**config.mk**
```make
export PLATFORM = sky130hd
export DESIGN_NAME = lstm_sample_sequencer_flat
export DESIGN_NICKNAME = d
export VERILOG_FILES = /design/src/rtl/lstm_sample_sequencer_if.sv /design/src/rtl/lstm_sample_sequencer.sv /design/src/flat_wrapper.sv
export SDC_FILE = /design/constraint.sdc
export NUM_CORES = 1
export LEC_CHECK = 0
export ABC_CLOCK_PERIOD_IN_PS = 5900
export BUFFER_PORTS_ARGS = -buffer_cell sky130_fd_sc_hd__buf_4
export CAP_MARGIN = 20
export CORE_MARGIN = 5
export CORE_UTILIZATION = 50
export CTS_CLUSTER_DIAMETER = 200
export DETAILED_ROUTE_END_ITERATION = 12
export PLACE_DENSITY = 0.7
export SYNTH_ARGS = -nofsm -noshare
export SYNTH_HDL_FRONTEND = slang
export SYNTH_SLANG_ARGS = --single-unit
```
**constraint.sdc**
```tcl
create_clock -name clock -period 5.9 [get_ports clock]
set_clock_uncertainty 0.2 [all_clocks]
set_input_delay 0.59 -clock clock [delete_from_list [all_inputs] [get_ports clock]]
set_output_delay 0.59 -clock clock [all_outputs]
set_load 0.005 [all_outputs]
```
**src/rtl/lstm_sample_sequencer_if.sv**
```systemverilog
// Handshake bundle between the sample source / LSTM network and the sample sequencer.
// The sequencer connects through the slave modport; the environment connects through master.
interface lstm_sample_sequencer_if #(
    parameter int unsigned INPUT_SZ       = 2,
    parameter int unsigned QN             = 6,
    parameter int unsigned QM             = 11,
    parameter int unsigned FIFO_DEPTH     = 8,
    parameter int unsigned BITWIDTH       = QN + QM + 1,
    parameter int unsigned INPUT_BITWIDTH = BITWIDTH * INPUT_SZ,
    parameter int unsigned CNT_W          = $clog2(FIFO_DEPTH) + 1
);
    logic [INPUT_BITWIDTH-1:0] sampleIn;
    logic                      sampleValid;
    logic                      sampleReady;
    logic [INPUT_BITWIDTH-1:0] inputVec;
    logic                      newSample;
    logic                      enPerceptron;
    logic                      dataReady_net;
    logic                      dataReadyP_net;
    logic [BITWIDTH-1:0]       networkOutput;
    logic [BITWIDTH-1:0]       result;
    logic                      resultValid;
    logic [CNT_W-1:0]          fifoCount;
    logic                      busy;

    modport master (
        output sampleIn, sampleValid, dataReady_net, dataReadyP_net, networkOutput,
        input  sampleReady, inputVec, newSample, enPerceptron, result, resultValid,
               fifoCount, busy
    );

    modport slave (
        input  sampleIn, sampleValid, dataReady_net, dataReadyP_net, networkOutput,
        output sampleReady, inputVec, newSample, enPerceptron, result, resultValid,
               fifoCount, busy
    );
endinterface

```
**src/rtl/lstm_sample_sequencer.sv**
```systemverilog
// Queues input vectors and steps the LSTM + perceptron network through one sample at a time,
// capturing the perceptron output into a result register.
module lstm_sample_sequencer #(
    parameter int unsigned INPUT_SZ       = 2,
    parameter int unsigned QN             = 6,
    parameter int unsigned QM             = 11,
    parameter int unsigned FIFO_DEPTH     = 8,
    parameter int unsigned BITWIDTH       = QN + QM + 1,
    parameter int unsigned INPUT_BITWIDTH = BITWIDTH * INPUT_SZ
) (
    input logic                    clock,
    input logic                    reset,
    lstm_sample_sequencer_if.slave bus
);
    localparam int unsigned PTR_W = $clog2(FIFO_DEPTH);
    localparam int unsigned CNT_W = PTR_W + 1;

    typedef enum logic [2:0] {StIdle, StStart, StWaitL, StWaitP, StDone} state_t;

    state_t                    state;
    logic [INPUT_BITWIDTH-1:0] fifoMem [FIFO_DEPTH];
    logic [PTR_W-1:0]          wrPtr;
    logic [PTR_W-1:0]          rdPtr;
    logic [CNT_W-1:0]          count;
    logic                      full;
    logic                      push;
    logic                      pop;
    logic                      readyLPrev;
    logic                      readyPPrev;
    logic                      riseL;
    logic                      riseP;
    logic [INPUT_BITWIDTH-1:0] inputVecQ;
    logic                      newSampleQ;
    logic                      enPerceptronQ;
    logic [BITWIDTH-1:0]       resultQ;
    logic                      resultValidQ;
    logic                      busyQ;

    // Readiness uses the pre-pop count, so a full FIFO refuses a push even while popping.
    assign full  = (count == CNT_W'(FIFO_DEPTH));
    assign push  = bus.sampleValid && !full;
    assign pop   = (state == StIdle) && (count != '0);
    assign riseL = bus.dataReady_net && !readyLPrev;
    assign riseP = bus.dataReadyP_net && !readyPPrev;

    always_ff @(posedge clock) begin
        if (push) begin
            fifoMem[wrPtr] <= bus.sampleIn;
        end
    end

    always_ff @(posedge clock or negedge reset) begin
        if (!reset) begin
            wrPtr <= '0;
            rdPtr <= '0;
            count <= '0;
        end else begin
            if (push) begin
                wrPtr <= wrPtr + PTR_W'(1);
            end
            if (pop) begin
                rdPtr <= rdPtr + PTR_W'(1);
            end
            count <= count + CNT_W'(push) - CNT_W'(pop);
        end
    end

    always_ff @(posedge clock or negedge reset) begin
        if (!reset) begin
            readyLPrev <= 1'b0;
            readyPPrev <= 1'b0;
        end else begin
            readyLPrev <= bus.dataReady_net;
            readyPPrev <= bus.dataReadyP_net;
        end
    end

    always_ff @(posedge clock or negedge reset) begin
        if (!reset) begin
            state         <= StIdle;
            inputVecQ     <= '0;
            newSampleQ    <= 1'b0;
            enPerceptronQ <= 1'b0;
            resultQ       <= '0;
            resultValidQ  <= 1'b0;
            busyQ         <= 1'b0;
        end else begin
            newSampleQ   <= 1'b0;
            resultValidQ <= 1'b0;
            case (state)
                StIdle: begin
                    if (pop) begin
                        inputVecQ  <= fifoMem[rdPtr];
                        newSampleQ <= 1'b1;
                        busyQ      <= 1'b1;
                        state      <= StStart;
                    end
                end
                StStart: begin
                    state <= StWaitL;
                end
                StWaitL: begin
                    // Enable goes high one cycle after the LSTM edge to line up the
                    // network's internal enable pipeline.
                    if (riseL) begin
                        enPerceptronQ <= 1'b1;
                        state         <= StWaitP;
                    end
                end
                StWaitP: begin
                    if (riseP) begin
                        resultQ       <= bus.networkOutput;
                        resultValidQ  <= 1'b1;
                        enPerceptronQ <= 1'b0;
                        state         <= StDone;
                    end
                end
                StDone: begin
                    // Enable stays low here so the perceptron accumulator clears.
                    busyQ <= 1'b0;
                    state <= StIdle;
                end
                default: begin
                    enPerceptronQ <= 1'b0;
                    busyQ         <= 1'b0;
                    state         <= StIdle;
                end
            endcase
        end
    end

    assign bus.sampleReady  = !full;
    assign bus.fifoCount    = count;
    assign bus.inputVec     = inputVecQ;
    assign bus.newSample    = newSampleQ;
    assign bus.enPerceptron = enPerceptronQ;
    assign bus.result       = resultQ;
    assign bus.resultValid  = resultValidQ;
    assign bus.busy         = busyQ;
endmodule

```
**src/flat_wrapper.sv**
```systemverilog
// flat-port wrapper written by rule: the top's interface ports become plain ports
module lstm_sample_sequencer_flat 
#(
    parameter int unsigned INPUT_SZ       = 2,
    parameter int unsigned QN             = 6,
    parameter int unsigned QM             = 11,
    parameter int unsigned FIFO_DEPTH     = 8,
    parameter int unsigned BITWIDTH       = QN + QM + 1,
    parameter int unsigned INPUT_BITWIDTH = BITWIDTH * INPUT_SZ
)
  (clock, reset, bus_sampleIn, bus_sampleValid, bus_dataReady_net, bus_dataReadyP_net, bus_networkOutput, bus_sampleReady, bus_inputVec, bus_newSample, bus_enPerceptron, bus_result, bus_resultValid, bus_fifoCount, bus_busy);
  lstm_sample_sequencer_if #(.INPUT_SZ(INPUT_SZ), .QN(QN), .QM(QM), .FIFO_DEPTH(FIFO_DEPTH), .BITWIDTH(BITWIDTH), .INPUT_BITWIDTH(INPUT_BITWIDTH)) bus_i ();
  input logic clock;
  input logic reset;
  input wire logic [$bits(bus_i.sampleIn)-1:0] bus_sampleIn;
  input wire logic [$bits(bus_i.sampleValid)-1:0] bus_sampleValid;
  input wire logic [$bits(bus_i.dataReady_net)-1:0] bus_dataReady_net;
  input wire logic [$bits(bus_i.dataReadyP_net)-1:0] bus_dataReadyP_net;
  input wire logic [$bits(bus_i.networkOutput)-1:0] bus_networkOutput;
  output wire logic [$bits(bus_i.sampleReady)-1:0] bus_sampleReady;
  output wire logic [$bits(bus_i.inputVec)-1:0] bus_inputVec;
  output wire logic [$bits(bus_i.newSample)-1:0] bus_newSample;
  output wire logic [$bits(bus_i.enPerceptron)-1:0] bus_enPerceptron;
  output wire logic [$bits(bus_i.result)-1:0] bus_result;
  output wire logic [$bits(bus_i.resultValid)-1:0] bus_resultValid;
  output wire logic [$bits(bus_i.fifoCount)-1:0] bus_fifoCount;
  output wire logic [$bits(bus_i.busy)-1:0] bus_busy;
  assign bus_i.sampleIn = bus_sampleIn;
  assign bus_i.sampleValid = bus_sampleValid;
  assign bus_i.dataReady_net = bus_dataReady_net;
  assign bus_i.dataReadyP_net = bus_dataReadyP_net;
  assign bus_i.networkOutput = bus_networkOutput;
  assign bus_sampleReady = bus_i.sampleReady;
  assign bus_inputVec = bus_i.inputVec;
  assign bus_newSample = bus_i.newSample;
  assign bus_enPerceptron = bus_i.enPerceptron;
  assign bus_result = bus_i.result;
  assign bus_resultValid = bus_i.resultValid;
  assign bus_fifoCount = bus_i.fifoCount;
  assign bus_busy = bus_i.busy;
  lstm_sample_sequencer #(.INPUT_SZ(INPUT_SZ), .QN(QN), .QM(QM), .FIFO_DEPTH(FIFO_DEPTH), .BITWIDTH(BITWIDTH), .INPUT_BITWIDTH(INPUT_BITWIDTH)) u_core (.clock(clock), .reset(reset), .bus(bus_i));
endmodule
```
---- After elaboration in Yosys (flattened, before gate mapping) ----
Memory sizes are Yosys's and may differ from the RTL's. A register that Yosys moved wholly into a read port is not among the register bits.
Index checks and enable logic that the tools add are counted.
word-level totals
  bits in registers ....................... 37
  memory bits (writable) .................. 288
  input port bits ......................... 59
  output and inout port bits .............. 63
  word-level logic and storage cells ...... 58
  memories ................................ 1
operators by class
  add/subtract/negate cells ............... 4
  eq/ne operators ......................... 8
  multiplexer cells ....................... 15
  bitwise logic cells ..................... 2
  reduce and logical (&&, ||, !) cells .... 17
memory list
  memory          words  bits a word  rd ports  clocked after Yosys merged registers in  wr ports  line                         RTL
  u_core.fifoMem  8      36           1         1                                        1         lstm_sample_sequencer.sv:21  logic [INPUT_BITWIDTH-1:0] fifoMem [FIFO_DEPTH];
operator list
  operator                                                                  number
  3-bit case mux with 4 select lines                                        1
  1-bit two-way mux                                                         9
  3-bit two-way mux                                                         3
  3-bit by 1-bit adder with 3-bit output (second input constant)            2
  3-bit by 2-bit == test with 1-bit output (second input constant)          2
  2-bit by 1-bit inequality test with 1-bit output (second input constant)  3
  2-bit AND reduction                                                       3
  3-bit AND reduction                                                       2
  3-bit OR reduction                                                        2
  4-bit by 1-bit adder with 4-bit output                                    1
  4-bit == test (second input constant)                                     1
  1-bit logical AND                                                         4
  1-bit zero test                                                           4
  4-bit nonzero test                                                        1
  4-bit by 1-bit subtractor with 4-bit output                               1
  3-bit by 1-bit == test with 1-bit output (second input constant)          1
  3-bit == test (second input constant)                                     1
  3-bit zero test                                                           1
  1-bit case mux with 3 select lines                                        1
  1-bit inverter                                                            2
  1-bit case mux with 2 select lines                                        1

---- Longest topological paths before layout ----
Gate-level depths: netlist of run 1.
  word-level depth ........................ 5
  mapped depth ............................ 13
  mapped depth without buffers ............ 11

---- Worst setup path before layout of run 1 ----
No wires, ideal clock.
  kind .................................... reg-to-reg
  start point ............................. register u_core.count[2], in the netlist u_core.bus.fifoCount[2]
  end point ............................... memory u_core.fifoMem[0][0] in the netlist's numbering, enable pin
  setup time .............................. 474 ps
  arrival ................................. 3708 ps
  data required time ...................... 5226 ps
  slack ................................... 1518 ps
  stages on the path, launching flop included .. 8
  period minus slack after synthesis ...... 4382 ps
  path through ............................ dfrtp_1 -> inv_1 -> ha_1 -> or3b_1 -> and2_1 -> clkbuf_1 -> nand2b_1 -> nor3_1
on the way
  word-level cells in the longest chain between the ends .. 5
ends and longest elaborated chain
  element                                  line                         RTL
  from (decl)                              lstm_sample_sequencer.sv:24  logic [CNT_W-1:0] count;
  from (signal assigned)                   lstm_sample_sequencer.sv:64  count <= count + CNT_W'(push) - CNT_W'(pop);
  4-bit == test                            lstm_sample_sequencer.sv:40  assign full = (count == CNT_W'(FIFO_DEPTH));
  1-bit zero test                          n/a
  named net bus_sampleReady                flat_wrapper.sv:20           output wire logic [$bits(bus_i.sampleReady)-1:0] bus_sampleReady;
  1-bit logical AND                        lstm_sample_sequencer.sv:41  assign push = bus.sampleValid && !full;
  named net u_core.push                    lstm_sample_sequencer.sv:26  logic push;
  1-bit two-way mux                        lstm_sample_sequencer.sv:47  if (push) begin
  1-bit two-way mux (not written as such)  lstm_sample_sequencer.sv:48  fifoMem[wrPtr] <= bus.sampleIn;
  to (decl)                                lstm_sample_sequencer.sv:21
The timed path passes the listed nets, and every way through them passes these cells.

---- Final worst setup path of run 1 ----
  start point ............................. register u_core.count[2], in the netlist u_core.bus.fifoCount[2]
  end point ............................... register u_core.count[3], in the netlist u_core.bus.fifoCount[3]
on the way
  word-level cells in the longest chain between the ends .. 5
  elaborated cells on any way between the ends .. 7
ends and longest elaborated chain
  element                                          line
  4-bit == test                                    lstm_sample_sequencer.sv:40
  1-bit zero test                                  lstm_sample_sequencer.sv:41
  1-bit logical AND                                lstm_sample_sequencer.sv:41
  4-bit by 1-bit adder with 4-bit output           lstm_sample_sequencer.sv:64
  4-bit by 1-bit subtractor with 4-bit output (*)  lstm_sample_sequencer.sv:64
Every way passes the cells marked *; elsewhere a longest branch is shown, timed or not.
A chain may end at the register's enable or synchronous reset.

==> results.md, run 1 <==
* Most frequently used flop master after synthesis: sky130_fd_sc_hd__edfxtp_1
* Remaining antenna violation count after routing at 0
* Relative contribution of combinational cells to total power at 28.3%
* Max_slew headroom at 30.7%
* Number of synthesized register bits at 361
* Sum of routed wire length over all layers at 26800 microns
* Worst Slack Setup Final at 1810 ps
* Share of the clock period used by the worst path after layout at 69.4%
* Share of async-settable or async-resettable flops after synthesis at 20.2%
* Slack of the worst reg-to-reg path at 1810 ps
* Arrival time worst endpoint at 4320 ps
* Sequential cell fraction of total power at 44.6%
* Global route overflow at 0
* Internal power component at 5.59 mW
* Most frequent cell on the critical path: sky130_fd_sc_hd__ha_1
* DR DRC count at 0
* Floorplan die area at 31000 sq um
* Number of placement rows at 60
* Die X-Extent at 176 microns
* Via count at 7316
* Number of input and output port buffers inserted at 121
* Worst setup slack after placement at 1790 ps
* Hold Startpoint: bus_sampleIn[7]
* Peak clock frequency supported by timing at 0.244 GHz
* Drt first pass iters at 5
* Num ports at 122
* Detailed placer's ending HPWL at 15400 microns
* Outcome: completed
* Cell types occupying the most area after synthesis: sky130_fd_sc_hd__edfxtp_1 63%, sky130_fd_sc_hd__dfrtp_1 13%, sky130_fd_sc_hd__mux2i_1 10%
* Instance area at placement at 15200 sq um
* CTS tree: done
* Worst ir drop on vdd at 0.340 mV
* Number of global-route vias before repair at 7507
* Footprint of the multi-input gates at 3130 sq um
* Mapped cell area at 13800 sq um
* Chip Height at 176 microns
* Worst-path clk slew at 60 ps
* Layout fillers at 2022
* RR Endpoint: u_core.bus.fifoCount[3]
* Largest net degree at the start of global routing at 77
* Setup Crit Path Kind: reg -> reg
* Final weighted congestion in routability-driven placement at 0.706
* Initial antenna violation count at 1
* Global-route wire length before repair at 42600 microns
* End of the worst hold path: u_core.fifoMem[5][7]
* Sequential-to-total area share from yosys stat at 75.9%
* Post-synthesis cell count at 817
* Net Switching at 2.43 mW
* Cell depth of the worst flop-to-flop path at 11
* Insertion delay to the later sink of the worst-skew pair at 510 ps
* Max Buffers Root-to-Sink at 3
* CTS Root Cell: sky130_fd_sc_hd__clkbuf_16
* YS warnings at 0
* Transition time at the pin with the least slew margin at 1040 ps
* EDFF count, synth at 288
* Effective utilization at floorplan at 50.9%
* Largest stage delay, worst path at 1030 ps
* Fraction of power consumed by the clock network at 27.1%
* Post-CTS resize count at 0
* Post-Place Cells at 1281
* Commonest cells after routing, fill and taps aside: 288 x sky130_fd_sc_hd__edfxtp_1, 144 x sky130_fd_sc_hd__mux2i_1, 132 x sky130_fd_sc_hd__buf_4
* Net count of the mapped netlist at 885
* Setup crit end kind: flip-flop
* Most common cell after layout, fill and taps aside: sky130_fd_sc_hd__edfxtp_1
* TNS Setup at 0 ps
* Global routing usage summed across all routing layers at 17.4%
* Instance count along the most critical hold path at 1
* Power density over cell area at 489 nW/um^2
* Count of final max-slew check failures at 0
* Final count of negative-setup-slack endpoints at 0
* Chain of cells forming the critical path: inv_1 -> ha_1 -> nor3b_1 -> or4_2 -> inv_2 -> ha_1 -> inv_1 -> ha_1 -> a21o_1 -> a21oi_1 -> xor2_1
* WL/cell at 19.8 microns
* Core area at 27100 sq um
* Hold Crit Class: in -> reg
* Hold Violations, Final at 0
* Number of H-tree levels at 2
* Post-route cell area at 16400 sq um
* Leakage component of the power at 6.37 nW
* RSZ-0062 raised after global routing: false
* Startpoint type of the worst setup path: flip-flop
* Synth-to-layout area growth at 18.7%
* Max-Cap Viols at 0
* First element of the critical path: u_core.bus.fifoCount[2]
* Top cell type's share of synthesized area at 62.7%
* Net Sw Frac at 30.3%
* Worst flop-to-flop path startpoint: u_core.bus.fifoCount[2]
* FF/Latch Area at 10500 sq um
* Layout cell share with drive strength beyond 1 at 22.4%
* Post-Syn Area per Cell at 16.9 sq um
* Time the worst path needs with I/O delays and setup at 4090 ps
* Cell type of the slowest stage on the worst timing path: sky130_fd_sc_hd__or4_2
* Final net count at 1021
* Maximum fanout along the worst path at 40
* Number of vias per cell after detailed routing at 5.40
* Clk sink count at 361
* Fin cells at 1355
* Num CTS Buffers at 37
* Data required, critical path at 6130 ps
* Cell accounting for the most synthesized area: sky130_fd_sc_hd__edfxtp_1
* Number of unique standard cell types used by synthesis at 34
* Drt initial violations at 501
worst max-delay path, delay by kind of cell (launching register included):
family / cells / cell delay (ps)
xor gates and xnor gates: 1 / 170
buffers and inverters: 3 / 990
AOI/OAI and AO/OA: 2 / 340
adders and majority gates: 3 / 750
and+or+nand+nor: 2 / 1180
DFF: 1 / 340
power groups by stage:
| stage | combinational, mW | sequential, mW | clock (mW) |
|---|---|---|---|
| finish | 2.27 | 3.57 | 2.17 |
| global route | 2.49 | 3.63 | 2.34 |
| CTS | 2.29 | 3.58 | 2.22 |
| detailed placement | 2.28 | 3.63 | 0 |
| global placement | 2.21 | 3.61 | 0 |
| floorplan | 1.46 | 3.56 | 0 |
Yosys cell counts (all sizes together) (2+ instances only):
master,count
nor2,9
clkbuf,14
edfxtp,288
nand3,36
o21ai,3
dfrtp,73
inv,11
nand2b,4
buf,29
ha,8
xor2,3
mux2i,144
a22oi,72
nor3,4
and2,2
xnor2,3
nor2b,4
a21oi,3
nand2,79
mux2,19
through the flow:
step | hold slack (ps) | util, % | total power, mW
after global routing | 96.3 | 60.4 | 8.47
final | 112 | 60.4 | 8.02
after global placement | 262 | 55.8 | 5.83
after detailed placement | 268 | 56.0 | 5.91
after CTS | 91.8 | 60.3 | 8.09
after floorplan | 94.4 | - | 5.02
per-layer routing:
layer	share of wire, %	wire, microns	vias up	global-route usage (%)
met5	0	0	-	0
met4	1.7	446	0	4.09
met3	4.9	1330	29	2.78
met2	50	13500	200	30.0
met1	43	11500	3689	23.4
li1	-	-	3398	-
kinds of logic (layout without fill, tap and decap cells):
family	count (synthesis)	count (layout)	share of synthesized area, %
AND/OR/NAND/NOR	142	142	4.53
multiplexers	163	163	12.0
buffers and inverters	54	219	1.95
XOR/XNOR	6	6	0.381
flip-flops	361	361	75.9
other	0	1	0
adder cells (fa/ha/maj)	9	9	0.871
AO/OA/AOI/OAI	82	82	4.35
area by class of cell:
class	count	share of cell area, %
multi-input cells	402	19.1
clock buffers	50	6.27
well taps	372	2.84
repair buffers	140	6.81
diodes	1	0.0153
inverters	11	0.252
clock inverters	18	0.688
flip-flops and latches	361	64.0
sequential cells by signal, indices dropped and copies added, names as in the netlist:
name	cells
u_core.readyPPrev	1
u_core.bus.inputVec	36
u_core.fifoMem	288
u_core.bus.busy	1
u_core.state	3
u_core.readyLPrev	1
u_core.wrPtr	3
u_core.rdPtr	3
u_core.bus.newSample	1
u_core.bus.resultValid	1
u_core.bus.result	18
u_core.bus.enPerceptron	1
u_core.bus.fifoCount	4
what timing repair did:
action                    4_1_cts  5_1_grt
hold buffers                    3        0
setup buffers                   0        0
hold endpoints to repair       23        0
how the worst max path moves through the flow:
| stage | to | slack (ps) | depth (start not counted) |
|---|---|---|---|
| 2_1_floorplan | u_core.fifoMem[0][0] | 1520 | 7 |
| 3_3_place_gp | u_core.bus.fifoCount[3] | 1900 | 11 |
| 3_5_place_dp | u_core.bus.fifoCount[3] | 1790 | 11 |
| 4_1_cts | u_core.bus.fifoCount[3] | 1780 | 11 |
| 5_1_grt | u_core.bus.fifoCount[3] | 1620 | 11 |
| 6_report | u_core.bus.fifoCount[3] | 1810 | 11 |
(Power assumes the default switching activity.)
==> inputs of run 2 (changes only) <==
--- a/config.mk
+++ b/config.mk
@@ -5,14 +5,15 @@
 export SDC_FILE = /design/constraint.sdc
 export NUM_CORES = 1
 export LEC_CHECK = 0
-export ABC_CLOCK_PERIOD_IN_PS = 5900
+export ABC_AREA = 1
+export ABC_CLOCK_PERIOD_IN_PS = 3300
 export BUFFER_PORTS_ARGS = -buffer_cell sky130_fd_sc_hd__buf_4
 export CAP_MARGIN = 20
 export CORE_MARGIN = 5
 export CORE_UTILIZATION = 50
 export CTS_CLUSTER_DIAMETER = 200
 export DETAILED_ROUTE_END_ITERATION = 12
-export PLACE_DENSITY = 0.7
+export PLACE_DENSITY = 0.72
 export SYNTH_ARGS = -nofsm -noshare
 export SYNTH_HDL_FRONTEND = slang
 export SYNTH_SLANG_ARGS = --single-unit
==> constraint.sdc (replaced) <==
create_clock -name clock -period 3.3 [get_ports clock]
set_clock_uncertainty 0.2 [all_clocks]
set_input_delay 0.33 -clock clock [delete_from_list [all_inputs] [get_ports clock]]
set_output_delay 0.33 -clock clock [all_outputs]
set_load 0.005 [all_outputs]
==> results.md, run 2 <==
* Via count at 10118 (+38%)
* Post-route cell area at 18200 sq um (+11%)
* Largest net degree at the start of global routing at 146 (+90%)
* Post-Syn Area per Cell at 10.5 sq um (-38%)
* Post-layout utilization of the core at 61.3% (+0.88 points)
* Layout fillers at 2364 (+17%)
* Post-CTS resize count at 0 (unchanged)
* Data required, critical path at 3300 ps (-2830 ps)
* Net Switching at 5.26 mW (+120%)
* Global routing usage summed across all routing layers at 19.6% (+2.2 points)
* Mapped cell area at 15000 sq um (+8.8%)
* Insertion delay to the later sink of the worst-skew pair at 520 ps (about the same)
* TNS Setup at 0 ps (unchanged)
* Cell accounting for the most synthesized area: sky130_fd_sc_hd__edfxtp_1
* Initial antenna violation count at 1 (unchanged)
* Instance area at placement at 16300 sq um (+7.7%)
* Synth-to-layout area growth at 21.1%
* Top cell type's share of synthesized area at 57.6% (-5.0 points)
* Arrival time worst endpoint at 2480 ps (-1840 ps)
* Worst ir drop on vdd at 0.584 mV (+72%)
* Peak clock frequency supported by timing at 0.404 GHz (+65%)
* Max-Cap Viols at 0 (unchanged)
* Share of async-settable or async-resettable flops after synthesis at 20.2% (unchanged)
* Sequential cell fraction of total power at 40.4% (-4.2 points)
* RSZ-0062 raised after global routing: false
* Count of final max-slew check failures at 0 (unchanged)
* DR DRC count at 0 (unchanged)
* Fraction of power consumed by the clock network at 27.2% (about the same)
* Number of synthesized register bits at 361 (unchanged)
* Final count of negative-setup-slack endpoints at 0 (unchanged)
* Max_slew headroom at 36.2% (+5.4 points)
* Die X-Extent at 183 microns (+4.0%)
* Internal power component at 10.2 mW (+82%)
* Largest register by flop count: u_core.fifoMem
* CTS Root Cell: sky130_fd_sc_hd__clkbuf_16
* Worst-path clk slew at 60 ps (about the same)
* Drt first pass iters at 5 (unchanged)
* Hold Violations, Final at 0 (unchanged)
* CTS tree: done
* FF/Latch Area at 10500 sq um (about the same)
* Final net count at 1677 (+64%)
* Hold Startpoint: bus_dataReady_net
* First element of the critical path: u_core.bus.fifoCount[2]
* Max Buffers Root-to-Sink at 3 (unchanged)
* Post-synthesis cell count at 1433 (+75%)
* Cell types occupying the most area after synthesis: sky130_fd_sc_hd__edfxtp_1 58%, sky130_fd_sc_hd__nand2_1 13%, sky130_fd_sc_hd__dfrtp_1 12%
* Sequential-to-total area share from yosys stat at 69.8% (-6.1 points)
* Most frequently used flop master after synthesis: sky130_fd_sc_hd__edfxtp_1
* Power density over cell area at 850 nW/um^2 (+74%)
* Floorplan die area at 33600 sq um (+8.2%)
* Global-route wire length before repair at 52400 microns (+23%)
* Num CTS Buffers at 38 (+2.7%)
* Hold Crit Class: in -> reg
* Net count of the mapped netlist at 1501 (+70%)
* Number of input and output port buffers inserted at 121 (unchanged)
* Detailed placer's ending HPWL at 17900 microns (+16%)
* Number of vias per cell after detailed routing at 4.99 (-7.6%)
* Cell with the most instances after synthesis: sky130_fd_sc_hd__nand2_1
* Footprint of the multi-input gates at 3360 sq um (+7.2%)
* Startpoint type of the worst setup path: flip-flop
* Layout cell share with drive strength beyond 1 at 13.4% (-9.0 points)
* Share of the clock period used by the worst path after layout at 75.0% (+5.7 points)
* DRT met1 WL at 13600 microns (+18%)
* Most instantiated cells after synthesis: 508 x sky130_fd_sc_hd__nand2_1, 288 x sky130_fd_sc_hd__edfxtp_1, 231 x sky130_fd_sc_hd__inv_1
* Drt initial violations at 792 (+58%)
* YS warnings at 0 (unchanged)
* Effective utilization at floorplan at 50.6% (-0.29 points)
* Relative contribution of combinational cells to total power at 32.3% (+4.0 points)
* Num ports at 122 (unchanged)
* Amount of wire on met3 after detailed routing at 2090 microns (+57%)
* Clk sink count at 361 (unchanged)
* Leakage component of the power at 8.22 nW (+29%)
* Maximum fanout along the worst path at 25 (-38%)
* Time the worst path needs with I/O delays and setup at 2480 ps (-1620 ps)
* Flip-flop count of the largest register, all copies and words added at 288 (unchanged)
* Sum of routed wire length over all layers at 33200 microns (+24%)
* Transition time at the pin with the least slew margin at 957 ps (-79.3 ps)
* Setup crit end kind: flip-flop
* Most common cell after layout, fill and taps aside: sky130_fd_sc_hd__nand2_1
* Global route overflow at 0 (unchanged)
* Worst flop-to-flop path startpoint: u_core.bus.fifoCount[2]
* Top layer used by detailed routing: met4
* Routed met2 length at 16500 microns (+22%)
* Chip Height at 183 microns (+4.0%)
* Commonest cells after routing, fill and taps aside: 507 x sky130_fd_sc_hd__nand2_1, 288 x sky130_fd_sc_hd__edfxtp_1, 231 x sky130_fd_sc_hd__inv_1
* EDFF count, synth at 288 (unchanged)
* Number of unique standard cell types used by synthesis at 23 (-32%)
* Number of global-route vias before repair at 10079 (+34%)
* Number of H-tree levels at 2 (unchanged)
* Net Sw Frac at 34.0% (+3.7 points)
* Remaining antenna violation count after routing at 0 (unchanged)
* Setup Crit Path Kind: reg -> reg
* Final weighted congestion in routability-driven placement at 0.758 (+7.3%)
* WL/cell at 16.3 microns (-17%)
* Core area at 29600 sq um (+9.4%)
* Outcome: completed
* Number of placement rows at 63 (+5.0%)
[run 2: changes by cell type in the layout (fill, tap and decap cells not counted), moves of 55 or more]
cell                            before  now
sky130_fd_sc_hd__nand3_1            36  222
sky130_fd_sc_hd__a22oi_1            72    0
sky130_fd_sc_hd__mux2i_1           144    0
sky130_fd_sc_hd__dlygate4sd3_1       3   58
sky130_fd_sc_hd__nand2_1            79  507
sky130_fd_sc_hd__inv_1              10  231
[run 2: final cells by class]
cell class / instances / area share (%)
Tap cell: 390 / 2.69
Antenna cell: 1 / 0.0138
Clock buffer: 46 / 5.68
Sequential cell: 361 / 57.7
Timing Repair Buffer: 200 / 9.34
Clock inverter: 23 / 1.18
Inverter: 238 / 4.93
Multi-Input combinational cell: 770 / 18.5
[run 2: timing repair]
action                    in CTS  in global routing
setup buffers                  0                  0
hold buffers                  58                  0
hold endpoints to repair     374                  0
[run 2: critical path, stage by stage, from the launching register on]
cell	delay, ps
sky130_fd_sc_hd__dfrtp_1	360
sky130_fd_sc_hd__inv_1	80
sky130_fd_sc_hd__ha_1	190
sky130_fd_sc_hd__nand3_1	110
sky130_fd_sc_hd__nand2_1	90
sky130_fd_sc_hd__inv_1	140
sky130_fd_sc_hd__nand2_1	250
sky130_fd_sc_hd__nor2_4	450
sky130_fd_sc_hd__buf_12	280
[run 2: per-stage QoR]
| step | hold slack (ps) | setup slack (ps) | total power, mW | cells |
|---|---|---|---|---|
| floorplan | -166 | 42.8 | 9.49 | 1433 |
| global placement | 249 | 892 | 11.1 | 1901 |
| detailed placement | 250 | 825 | 11.3 | 1901 |
| CTS | 246 | 810 | 15.6 | 2028 |
| global route | 269 | 703 | 16.5 | 2029 |
| finish | 276 | 824 | 15.5 | 2029 |
[run 2: logic make-up (layout without fill, tap and decap cells)]
logic type | after synthesis | in the layout | share of synthesized area (%)
other cells | 0 | 1 | 0
flops | 361 | 361 | 69.8
xor+xnor | 5 | 5 | 0.292
compound gates | 9 | 9 | 0.300
simple gates | 747 | 747 | 20.6
fa+ha+maj | 9 | 9 | 0.800
buf+inv | 302 | 507 | 8.21
[run 2: metal layers]
metal	global-route usage, %	up-vias
met5	0	-
met4	7.09	0
met3	3.41	74
met2	33.8	309
met1	25.2	4798
li1	-	4937
[run 2: final timing paths]
check	cells past startpoint	slack, ps	endpoint
setup / recovery	8	820	u_core.fifoMem[1][6]
hold / removal	2	280	u_core.readyLPrev
setup reg to reg	8	820	u_core.fifoMem[1][6]
hold reg to reg	2	280	u_core.bus.inputVec[0]
max in group asynchronous	3	1880	u_core.bus.inputVec[2]
min in group asynchronous	2	290	u_core.bus.inputVec[33]
[run 2: power groups by stage]
stage | combinational [mW] | sequential (mW) | clock (mW)
2_1_floorplan | 3.17 | 6.32 | 0
3_3_place_gp | 4.82 | 6.30 | 0
3_5_place_dp | 4.97 | 6.33 | 0
4_1_cts | 5.06 | 6.25 | 4.28
5_1_grt | 5.63 | 6.33 | 4.50
6_report | 5.00 | 6.25 | 4.21
==> inputs of run 3 (changes only) <==
--- a/config.mk
+++ b/config.mk
@@ -6,7 +6,7 @@
 export NUM_CORES = 1
 export LEC_CHECK = 0
 export ABC_AREA = 1
-export ABC_CLOCK_PERIOD_IN_PS = 3300
+export ABC_CLOCK_PERIOD_IN_PS = 2200
 export BUFFER_PORTS_ARGS = -buffer_cell sky130_fd_sc_hd__buf_4
 export CAP_MARGIN = 20
 export CORE_MARGIN = 5
==> constraint.sdc (replaced) <==
create_clock -name clock -period 2.2 [get_ports clock]
set_clock_uncertainty 0.2 [all_clocks]
set_input_delay 0.22 -clock clock [delete_from_list [all_inputs] [get_ports clock]]
set_output_delay 0.22 -clock clock [all_outputs]
set_load 0.005 [all_outputs]
==> results.md, run 3 (synthesized netlist as in run 2, its figures left out) <==
* Outcome: completed
* Setup crit end kind: flip-flop
* Number of vias per cell after detailed routing at 5.03 (+0.80%)
* Worst setup slack after placement at 78.9 ps (-746 ps)
* Final weighted congestion in routability-driven placement at 0.783 (+3.3%)
* Top layer used by detailed routing: met4
* RSZ-0062 raised after global routing: false
* Initial antenna violation count at 0 (-1)
* Max_slew headroom at 63.0% (+27 points)
* Cell type of the slowest stage on the worst timing path: sky130_fd_sc_hd__dfrtp_1
* Num ports at 122 (unchanged)
* Num CTS Buffers at 39 (+2.6%)
* Startpoint type of the worst setup path: flip-flop
* DRT met1 WL at 14100 microns (+3.7%)
* Fin cells at 2044 (+0.74%)
* Final count of negative-setup-slack endpoints at 0 (unchanged)
* Die X-Extent at 183 microns (unchanged)
* Insertion delay to the later sink of the worst-skew pair at 530 ps (about the same)
* Count of final max-slew check failures at 0 (unchanged)
* Leakage component of the power at 8.34 nW (+1.4%)
* Number of input and output port buffers inserted at 121 (unchanged)
* Global routing usage summed across all routing layers at 20.0% (+0.35 points)
* DR DRC count at 0 (unchanged)
* Setup Crit Path Kind: reg -> reg
* Transition time at the pin with the least slew margin at 555 ps (-403 ps)
* Time the worst path needs with I/O delays and setup at 2110 ps (-369 ps)
* Largest stage delay, worst path at 410 ps (-40 ps)
* Core area at 29600 sq um (unchanged)
* Hold Violations, Final at 0 (unchanged)
* Chip Height at 183 microns (unchanged)
* Number of global-route vias before repair at 10156 (+0.76%)
* Remaining antenna violation count after routing at 0 (unchanged)
* Largest net degree at the start of global routing at 121 (-17%)
* Layout fillers at 2263 (-4.3%)
* Drt first pass iters at 5 (unchanged)
* Worst-path clk slew at 60 ps (about the same)
* Footprint of the multi-input gates at 3430 sq um (+2.2%)
* WL/cell at 16.5 microns (+0.88%)
* Layout cell share with drive strength beyond 1 at 14.9% (+1.4 points)
* Sum of internal, switching and leakage power at 23.6 mW (+53%)
* Sum of routed wire length over all layers at 33700 microns (+1.6%)
* Flip-flop count of the largest register, all copies and words added at 288 (unchanged)
* Post-route cell area at 18600 sq um (+2.1%)
* Total inserted antenna cells at 0 (-1)
* Chain of cells forming the critical path: inv_2 -> ha_4 -> nand3_4 -> nand2_2 -> inv_2 -> ha_4 -> inv_2 -> ha_4 -> fa_2 -> xor2_1
* Maximum fanout along the worst path at 3 (-88%)
* Routed met2 length at 16600 microns (+0.36%)
* Peak clock frequency supported by timing at 0.475 GHz (+18%)
* Post-Place Cells at 1913 (+0.63%)
* Worst Slack Setup Final at 93.0 ps (-731 ps)
* Family with the most delay on the worst path: adder cells
* Global route overflow at 0 (unchanged)
* Instance area at placement at 16700 sq um (+2.2%)
* Clk sink count at 361 (unchanged)
* Synth-to-layout area growth at 23.7%
* Detailed placer's ending HPWL at 19300 microns (+8.1%)
* Via count at 10274 (+1.5%)
* Drt initial violations at 904 (+14%)
* Max Buffers Root-to-Sink at 3 (unchanged)
* Most common cell after layout, fill and taps aside: sky130_fd_sc_hd__nand2_1
* Commonest cells after routing, fill and taps aside: 505 x sky130_fd_sc_hd__nand2_1, 288 x sky130_fd_sc_hd__edfxtp_1, 227 x sky130_fd_sc_hd__inv_1
* Effective utilization at floorplan at 50.6% (unchanged)
* Number of H-tree levels at 2 (unchanged)
* Share of the clock period used by the worst path after layout at 95.8% (+21 points)
* Number of placement rows at 63 (unchanged)
* Largest register by flop count: u_core.fifoMem
* Final net count at 1691 (+0.83%)
* TNS Setup at 0 ps (unchanged)
* Amount of wire on met3 after detailed routing at 2480 microns (+19%)
* CTS tree: done
* Max-Cap Viols at 0 (unchanged)
* Floorplan die area at 33600 sq um (unchanged)
* Arrival time worst endpoint at 2300 ps (-180 ps)
* Data required, critical path at 2390 ps (-910 ps)
* Count of buffering cells on the critical path with inverters included at 3 (unchanged)
* CTS Root Cell: sky130_fd_sc_hd__clkbuf_16
* Power density over cell area at 1270 nW/um^2 (+50%)
* Global-route wire length before repair at 53700 microns (+2.4%)
* Worst ir drop on vdd at 0.852 mV (+46%)
* FF/Latch Area at 10500 sq um (unchanged)
* Hold Crit Class: in -> async
==> run 3: worst paths after layout <==
path	start	endpoint	slack [ps]	cells past startpoint
max	u_core.bus.fifoCount[3]	u_core.bus.fifoCount[2]	90	10
min	reset	u_core.bus.inputVec[1]	30	2
max reg2reg	u_core.bus.fifoCount[3]	u_core.bus.fifoCount[2]	90	10
min reg2reg	u_core.bus.result[7]	u_core.bus.result[7]	280	2
max in group asynchronous	reset	u_core.bus.result[3]	1160	3
min in group clock	bus_dataReady_net	u_core.readyLPrev	180	2
==> run 3: final cells by class <==
class | count | area share [%]
sequential | 361 | 56.5
multi-input combinational | 770 | 18.5
timing repair buffer | 213 | 10.9
clock buffer | 57 | 6.11
inverter | 238 | 4.83
tap | 390 | 2.63
clock inverter | 15 | 0.573
==> run 3: power by group <==
part           internal [mW]  switching [mW]
sequential              8.85           0.556
combinational           2.99            5.00
clock                   3.70            2.54
==> run 3: through the flow <==
step | util (%) | hold slack, ps
floorplan | - | -276
global placement | 56.3 | 29.1
detailed placement | 56.3 | 32.6
CTS | 62.5 | 36.1
global route | 62.6 | 65.7
finish | 62.6 | 25.5
==> run 3: per-layer routing <==
metal / GRT usage, % / up-vias
li1: - / 4978
met1: 26.7 / 4886
met2: 34.4 / 367
met3: 3.55 / 43
met4: 4.95 / 0
met5: 0 / -
==> run 3: repair_timing <==
action,4_1_cts,5_1_grt
endpoints found under the hold margin,385,0
gates resized for setup,0,5
hold buffers,58,0
setup endpoints to repair,0,2
setup buffers,0,1
